File: config.mk
export PLATFORM = sky130hd
export DESIGN_NAME = aurora_bist_sat_counter
export DESIGN_NICKNAME = d
export VERILOG_FILES = /design/src/rtl/aurora_bist_sat_counter.sv
export SDC_FILE = /design/constraint.sdc
export NUM_CORES = 1
export LEC_CHECK = 0
export CELL_PAD_IN_SITES_DETAIL_PLACEMENT = 1
export CELL_PAD_IN_SITES_GLOBAL_PLACEMENT = 2
export CORE_MARGIN = 2
export CORE_UTILIZATION = 32
export CTS_CLUSTER_DIAMETER = 40
export DETAILED_ROUTE_END_ITERATION = 7
export GPL_TIMING_DRIVEN = 0
export MAX_ROUTING_LAYER = met4
export PLACE_DENSITY = 0.83
export SLEW_MARGIN = 20
export SYNTH_ARGS = -nofsm -noshare
export SYNTH_HDL_FRONTEND = slang
export SYNTH_SLANG_ARGS = --single-unit
File: constraint.sdc
create_clock -name phy_clk -period 2.7 [get_ports phy_clk]
set_clock_uncertainty 0.2 [all_clocks]
set_input_delay 0.54 -clock phy_clk [delete_from_list [all_inputs] [get_ports phy_clk]]
set_output_delay 0.54 -clock phy_clk [all_outputs]
set_load 0.05 [all_outputs]
File: src/rtl/aurora_bist_sat_counter.sv
// aurora_bist_sat_counter: saturating accumulator with synchronous clear and an increment input
module aurora_bist_sat_counter #(
   parameter int W     = 48,
   parameter int INC_W = 1
) (
   input  logic             phy_clk,
   input  logic             phy_rst_n,
   input  logic             clr,
   input  logic [INC_W-1:0] inc,
   output logic [W-1:0]     cnt
);

   logic [W:0] sum;

   // One extra bit so the carry out marks saturation
   always_comb sum = {1'b0, cnt} + {{(W + 1 - INC_W){1'b0}}, inc};

   // Clear wins; otherwise accumulate and clamp at all-ones
   always_ff @(posedge phy_clk or negedge phy_rst_n)
      if (!phy_rst_n) cnt <= '0;
      else            cnt <= clr ? '0 : (sum[W] ? '1 : sum[W-1:0]);

endmodule

After elaboration in Yosys (flattened, before gate mapping)
Cells that the tools add are included.

storage, ports and cells
  flip-flop bits (word level) = 48
  bits in latches = 0
  memory bits (writable) = 0
  memory bits (read-only) = 0
  input bits = 4
  output and inout port bits = 48
  logic and storage cells = 4
  memories kept = 0

operators by class
  $add $sub $neg = 1
  multiply operators = 0
  div/mod/pow operators = 0
  $lt $le $gt $ge = 0
  equality and inequality tests = 0
  shifts and indexed selects = 0
  multiplexer cells = 2
  bitwise logic cells = 0
  reduce and logical (&&, ||, !) cells = 0

operators with widths
  cell           number
  $mux 48        2
  $add 48x1->49  1

Longest topological paths before layout
Gate-level depths: netlist of the first run.

  depth after elaboration = 3
  gate-level depth with buffers = 11
  depth with buffers taken out = 7

Worst setup path after synthesis of the first run
OpenSTA, ideal clock, no wires.

  kind = reg-to-reg
  start = register cnt[0]
  end = register cnt[41]
  setup time = 0.083 ns
  arrival time = 2.500 ns
  data required time = 2.417 ns
  path slack = -0.083 ns
  stages on the path, launching flop included = 12
  period minus slack after synthesis = 2.783 ns
  cells stage by stage = dfrtp_1 ha_1 ha_1 and3_1 clkbuf_1 and3_1 buf_4 nand3_2 or3_1 buf_2 buf_6 a31oi_1

between the ends
  longest elaborated chain between the ends = 3

RTL lines
  element                   line  RTL
  start: declaration        10    output logic [W-1:0] cnt
  start signal: assignment  21    else cnt <= clr ? '0 : (sum[W] ? '1 : sum[W-1:0]);
  $add 48x1->49             16    always_comb sum = {1'b0, cnt} + {{(W + 1 - INC_W){1'b0}}, inc};
  $mux 48 (2 in series)     21

Every way passes these cells.

Final worst setup path of the first run
  start = register cnt[20]
  end = register cnt[33]

Same word-level chain as after synthesis.

==> impl_metrics.py, run 1 <==
metrics = {
    "placed_design": {
        "placed_cell_area_sq_um": 3290,
        "dp_hpwl_microns": 4990,
        "gp_congestion": 0.746,
        "numPortBuffers": 51,
    },
    "floorplanning": {
        "core-area_sq_um": 8130,
        "die_w_microns": 95.0,
        "ioPinCount": 52,
        "rows": 33,
        "fp.dieArea_sq_um": 9020,
        "initial_core_util_pct": 32.5,
        "fp.dieH_microns": 95.0,
    },
    "critical_path": {
        "crit_start": "cnt[20]",
        "cpLargestDelayFamily": "simple AND/OR/NAND/NOR gates",
        "path_cells": "nand4_2, nor4_4, nand3_2, or3_1, buf_4, buf_6, a21oi_2",
        "worst_r2r_path_depth": 7,
        "endpoint_kind": "flop",
        "cp.buffers_inverters": 2,
        "endpoint": "cnt[33]",
        "critical_path.max_fanout": 10,
        "worstReg2RegStart": "cnt[20]",
        "startpoint_type": "flop",
        "reg2reg_to": "cnt[33]",
        "critPathMaxStageDelay_ns": 0.51,
        "regToRegSetupSlack_ns": 0.26,
        "critPathKind": "flop to flop",
        "cp.depth": 7,
        "crit_slowest_cell": "dfrtp_1",
        "worstPathRequired_ns": 2.73,
        "critPathArrivalTime_ns": 2.47,
    },
    "global_routing": {
        "track_usage_pct": 18.4,
        "antenna_found_initial": 0,
        "first_global_vias": 2484,
        "grt_overflow_total": 0,
        "grt_max_degree": 49,
        "grt_pass1_wl_microns": 12700,
    },
    "cts": {
        "clk_pin_slew_worst_paths_ns": 0.10,
        "root_buffer": "clkbuf_8",
        "cts_htree_levels": 2,
        "cts.sinks": 48,
        "clockBufferDepth": 2,
        "cts_tree": "yes",
        "cts_made_buffers": 5,
        "clk_latency_ns": 0.31,
    },
    "layout": {
        "reg_top3": "cnt x48",
        "stdcell_area_sq_um": 3480,
        "nets": 336,
        "regMostFlops": "cnt",
        "n_antenna_cell": 0,
        "areaGrowthSynthToFinish_pct": 31.4,
        "drive_gt1_share_pct": 13.9,
        "largest_reg_flops": 48,
    },
    "hold_path": {
        "hold_class": "input port to asynchronous set/reset pin",
    },
    "synthesis": {
        "synth_edf_count": 0,
        "yosys_most_used_dff": "dfrtp_1",
        "synth_cell_type_count": 36,
        "yosysTopAreaCell": "dfrtp_1",
        "synthCells": 271,
        "synth_area_sq_um": 2650,
        "syn_nets": 277,
        "synth_area_leaders": "dfrtp_1 45%, a21oi_1 7.6%, xor2_1 6.3%",
        "yosysMostFrequentCell": "dfrtp_1",
        "ys_seq_elements": 48,
        "synth.top_cells.by_count": "48 x dfrtp_1, 40 x a21oi_1, 19 x xor2_1, 17 x nand4_1, 16 x xnor2_1",
        "netlist.area_leader.share_pct": 45.4,
        "postSynth.asyncResetShare_pct": 100,
        "avgSynthCellArea_sq_um": 9.77,
        "yosys_warnings": 0,
        "yosysSeqAreaShare_pct": 45.4,
    },
    "drt": {
        "drt-pass1-iter-count": 4,
        "vias": 2344,
        "drtAntennaViolNets": 0,
        "via_per_inst": 5.38,
        "wl_per_cell_microns": 16.8,
        "first_iter_violations": 62,
        "route.detailed.drc": 0,
        "finalWirelength_microns": 7310,
    },
    "sta": {
        "finalSetupViolations": 0,
        "fin_crit_sh_pct": 90.2,
        "worst_slew_pin_slew_ns": 0.649,
        "final.setup.tns_ns": 0,
        "slew_viol_final": 0,
        "hold_viol": 0,
        "period_minus_slack_ns": 2.44,
        "rsz0062_at_grt": "no",
        "maxSlewHeadroom_pct": 56.7,
        "hold_ws_ns": 0.0481,
        "fmax_mhz": 410,
    },
    "power": {
        "internal_power_uw": 947,
        "switching_share_pct": 24.9,
        "p_sw_uw": 313,
        "pwr-share-seq_pct": 57.6,
        "ir_worst_vdd_mv": 0.175,
        "power.leakage_uw": 0.00132,
        "power_uw": 1260,
        "power_frac_comb_pct": 5.0,
        "p_per_area_nw_per_um2": 362,
        "power_frac_clock_pct": 37.4,
    },
    "status": {
        "status": "complete, no violations",
    },
    "run": {
        "maxCapViolations": 0,
    },
}
## power groups by stage
stage          clock network, uW  logic (uW)  registers, uW
3_5_place_dp                   0        61.4            739
5_1_grt                      506        72.4            726
4_1_cts                      479        65.3            726
6_report                     471        63.6            726
3_3_place_gp                   0        61.2            738
2_1_floorplan                  0        17.6            749
## layer usage
metal / up-vias / GRT usage (%) / share of wire (%)
li1: 1109 / - / -
met1: 1188 / 24.7 / 48
met2: 41 / 29.6 / 48
met3: 6 / 2.71 / 2.8
met4: 0 / 4.35 / 1.0
met5: - / - / 0
## cells by family after synthesis
family	Yosys count	share of synthesized area [%]
flip-flops	48	45.4
AO/OA/AOI/OAI	56	12.2
XOR/XNOR	35	11.6
buffers and inverters	25	5.01
AND/OR/NAND/NOR	105	24.9
adder cells (fa/ha/maj)	2	0.945
## worst register-to-register path, cell delays in order, from the launching register on
cell     delay, ns
dfrtp_1       0.51
nand4_2       0.23
nor4_4        0.43
nand3_2       0.15
or3_1         0.39
buf_4         0.17
buf_6         0.15
a21oi_2       0.13
## stage by stage
stage / setup WS [ns] / utilization [%] / instances
5_1_grt: 0.131 / 42.8 / 436
4_1_cts: -0.000685 / 42.6 / 436
2_1_floorplan: 0.0636 / - / 271
3_3_place_gp: -0.792 / 40.5 / 427
6_report: 0.264 / 42.8 / 436
3_5_place_dp: -0.734 / 40.4 / 427
## cells in the final DEF (no fill, tap or decap), types with 6 or more instances in the layout
cell type and count:
a21oi_1 33, nand4_1 17, clkbuf_8 6, and3_1 9
nor2_1 8, xnor2_1 16, clkdlybuf4s50_1 49, nor3_1 7
and4_1 9, dfrtp_1 47, nor4_1 9, a21oi_2 9
xor2_1 19, nand3_1 13, inv_1 6, nand2_1 9
clkbuf_1 10
## layout make-up
cell class | count | area [sq um]
clock inverters | 1 | 7.51
clock buffers | 7 | 86.3
multi-input cells | 198 | 1390
fillers | 940 | 4650
repair buffers | 53 | 526
plain buffers | 18 | 113
well taps | 105 | 131
inverters | 6 | 22.5
flip-flops and latches | 48 | 1200
## how the worst min path moves through the flow
stage	endpoint	slack (ns)	cells after the start
floorplan	cnt[0]	0.04	0
global placement	cnt[7]	0.39	2
detailed placement	cnt[18]	0.39	2
CTS	cnt[22]	0.07	1
global route	cnt[8]	0.11	1
finish	cnt[3]	0.05	1
## what timing repair did
item / 4_1_cts / 5_1_grt
hold buffers: 0 / 0
pin swaps: 1 / 1
hold endpoints to repair: 0 / 0
endpoints found under the setup margin: 47 / 44
buffers inserted: 2 / 0
resized for setup: 16 / 5
(Power assumes the default switching activity.)
==> run 2, diff against run 1 <==
- SKIP_LAST_GASP: not set -> 1
- clock period: 2.7 -> 2.3 ns (I/O delays scaled with it)
==> run 2 against run 1 <==
Compared with the run above:
- the run now ends with negative setup slack left
- worst setup slack lost 0.27 ns
- non-clock buffer count increased by 16
- sequential cell count did not move
- critical endpoint is now cnt[3]
- first-iteration DRC count is 21% lower
- hold slack improved by 0.38 ns
- fmax rose by 5.7%
- clock-buffer cell count fell by 1
- critical path depth stayed put
==> impl_metrics.py, run 2 (synthesis gave the netlist of run 1 again) <==
metrics = {
    "placed_design": {
        "placed_cell_area_sq_um": 3390,
        "gp_congestion": 0.742,
        "dp_slack_ns": -0.901,
        "numPortBuffers": 51,
        "dp_hpwl_microns": 5060,
        "dp.cells": 427,
    },
    "global_routing": {
        "grt_max_degree": 49,
        "grt_pass1_wl_microns": 12800,
        "first_global_vias": 2443,
        "antenna_found_initial": 0,
        "track_usage_pct": 18.7,
        "grt_overflow_total": 0,
    },
    "drt": {
        "finalWirelength_microns": 8030,
        "via_per_inst": 5.41,
        "drtAntennaViolNets": 0,
        "route.detailed.drc": 0,
        "vias": 2447,
        "first_iter_violations": 49,
        "wl_per_cell_microns": 17.8,
        "drt-pass1-iter-count": 4,
    },
    "cts": {
        "root_buffer": "clkbuf_8",
        "clk_latency_ns": 0.31,
        "cts_tree": "yes",
        "clockBufferDepth": 2,
        "cts_made_buffers": 5,
        "cts.sinks": 48,
        "cts_htree_levels": 2,
        "clk_pin_slew_worst_paths_ns": 0.09,
    },
    "layout": {
        "postLayoutCoreUtil_pct": 48.9,
        "stdcell_area_sq_um": 3970,
        "n_antenna_cell": 0,
        "layout_common_cells": "41 x clkdlybuf4s50_1, 34 x dfrtp_1, 29 x a21oi_2",
        "drive_gt1_share_pct": 33.1,
        "regMostFlops": "cnt",
        "nFillCells": 902,
        "largest_reg_flops": 48,
        "final_common_cell": "clkdlybuf4s50_1",
        "reg_top3": "cnt x48",
        "nets": 352,
        "fin_cells": 452,
        "areaGrowthSynthToFinish_pct": 50.1,
    },
    "critical_path": {
        "critPathKind": "flop to flop",
        "critical_path.max_fanout": 8,
        "crit_start": "cnt[15]",
        "worstReg2RegStart": "cnt[15]",
        "critPathArrivalTime_ns": 2.34,
        "startpoint_type": "flop",
        "regToRegSetupSlack_ns": -0.006,
        "cpLargestDelayFamily": "simple AND/OR/NAND/NOR gates",
        "worstPathRequired_ns": 2.33,
        "crit_slowest_cell": "or3_4",
        "cp.buffers_inverters": 2,
        "endpoint_kind": "flop",
        "critPathMaxStageDelay_ns": 0.52,
        "path_cells": "nand4_1, nor4_4, buf_4, nand3_4, or3_4, clkbuf_16, a21oi_2",
    },
    "sta": {
        "maxSlewHeadroom_pct": 42.1,
        "fmax_mhz": 434,
        "fin_crit_sh_pct": 100,
        "slew_viol_final": 0,
        "finalWorstSetupSlack_ns": -0.00551,
        "rsz0062_at_grt": "yes",
        "period_minus_slack_ns": 2.31,
        "hold_viol": 0,
        "finalSetupViolations": 1,
        "worst_slew_pin_slew_ns": 0.869,
    },
    "floorplanning": {
        "initial_core_util_pct": 32.5,
        "ioPinCount": 52,
        "fp.dieH_microns": 95.0,
        "fp.dieArea_sq_um": 9020,
        "die_w_microns": 95.0,
        "rows": 33,
        "core-area_sq_um": 8130,
    },
    "status": {
        "status": "finished with violations",
        "violations": "negative setup slack",
    },
    "power": {
        "p_per_area_nw_per_um2": 374,
        "power.leakage_uw": 0.00157,
        "ir_worst_vdd_mv": 0.214,
        "power_uw": 1490,
    },
    "run": {
        "maxCapViolations": 0,
    },
    "hold_path": {
        "hp-start": "cnt[40]",
        "hold_class": "flop to flop",
    },
}
-- run 2: final timing paths --
kind                                end  cells past startpoint
worst min register to register  cnt[40]                      1
worst max register to register   cnt[3]                      7
worst max-delay path             cnt[3]                      7
max in group asynchronous       cnt[20]                      2
min in group asynchronous        cnt[2]                      2
worst min-delay path            cnt[40]                      1
-- run 2: power by group --
part           leakage, uW  switching, uW  internal (uW)
registers         0.000646           5.23            847
clock network    0.0000510            305            241
logic             0.000872           63.6           25.4
-- run 2: what timing repair did --
item / CTS / global route
buffers inserted: 7 / 9
cloned: 1 / 3
gates resized for setup: 31 / 51
hold buffers: 1 / 0
endpoints found under the hold margin: 1 / 0
pin swaps: 7 / 11
setup endpoints to repair: 50 / 60
-- run 2: final cells by class --
class	count	area (sq um)	share of cell area, %
multi-input cells	198	1630	41.0
repair buffers	72	753	19.0
clock inverters	2	10.0	0.252
inverters	6	22.5	0.567
flip-flops and latches	48	1220	30.7
plain buffers	15	126	3.18
clock buffers	6	82.6	2.08
well taps	105	131	3.31
-- run 2: per-stage QoR --
step / TNS, ns / hold WS, ns
after floorplan: -6.31 / -0.0356
after global placement: -81.59 / 0.388
after detailed placement: -35.99 / 0.334
after CTS: -1.34 / 0.427
after global routing: -2.54 / 0.475
final: -0.00551 / 0.428
-- run 2: routing by layer --
metal	part of all wire (%)	up-vias	GRT usage, %
li1	-	1146	-
met1	46	1257	25.7
met2	51	37	29.5
met3	2.6	7	2.71
met4	0.80	0	3.99
met5	0	-	-
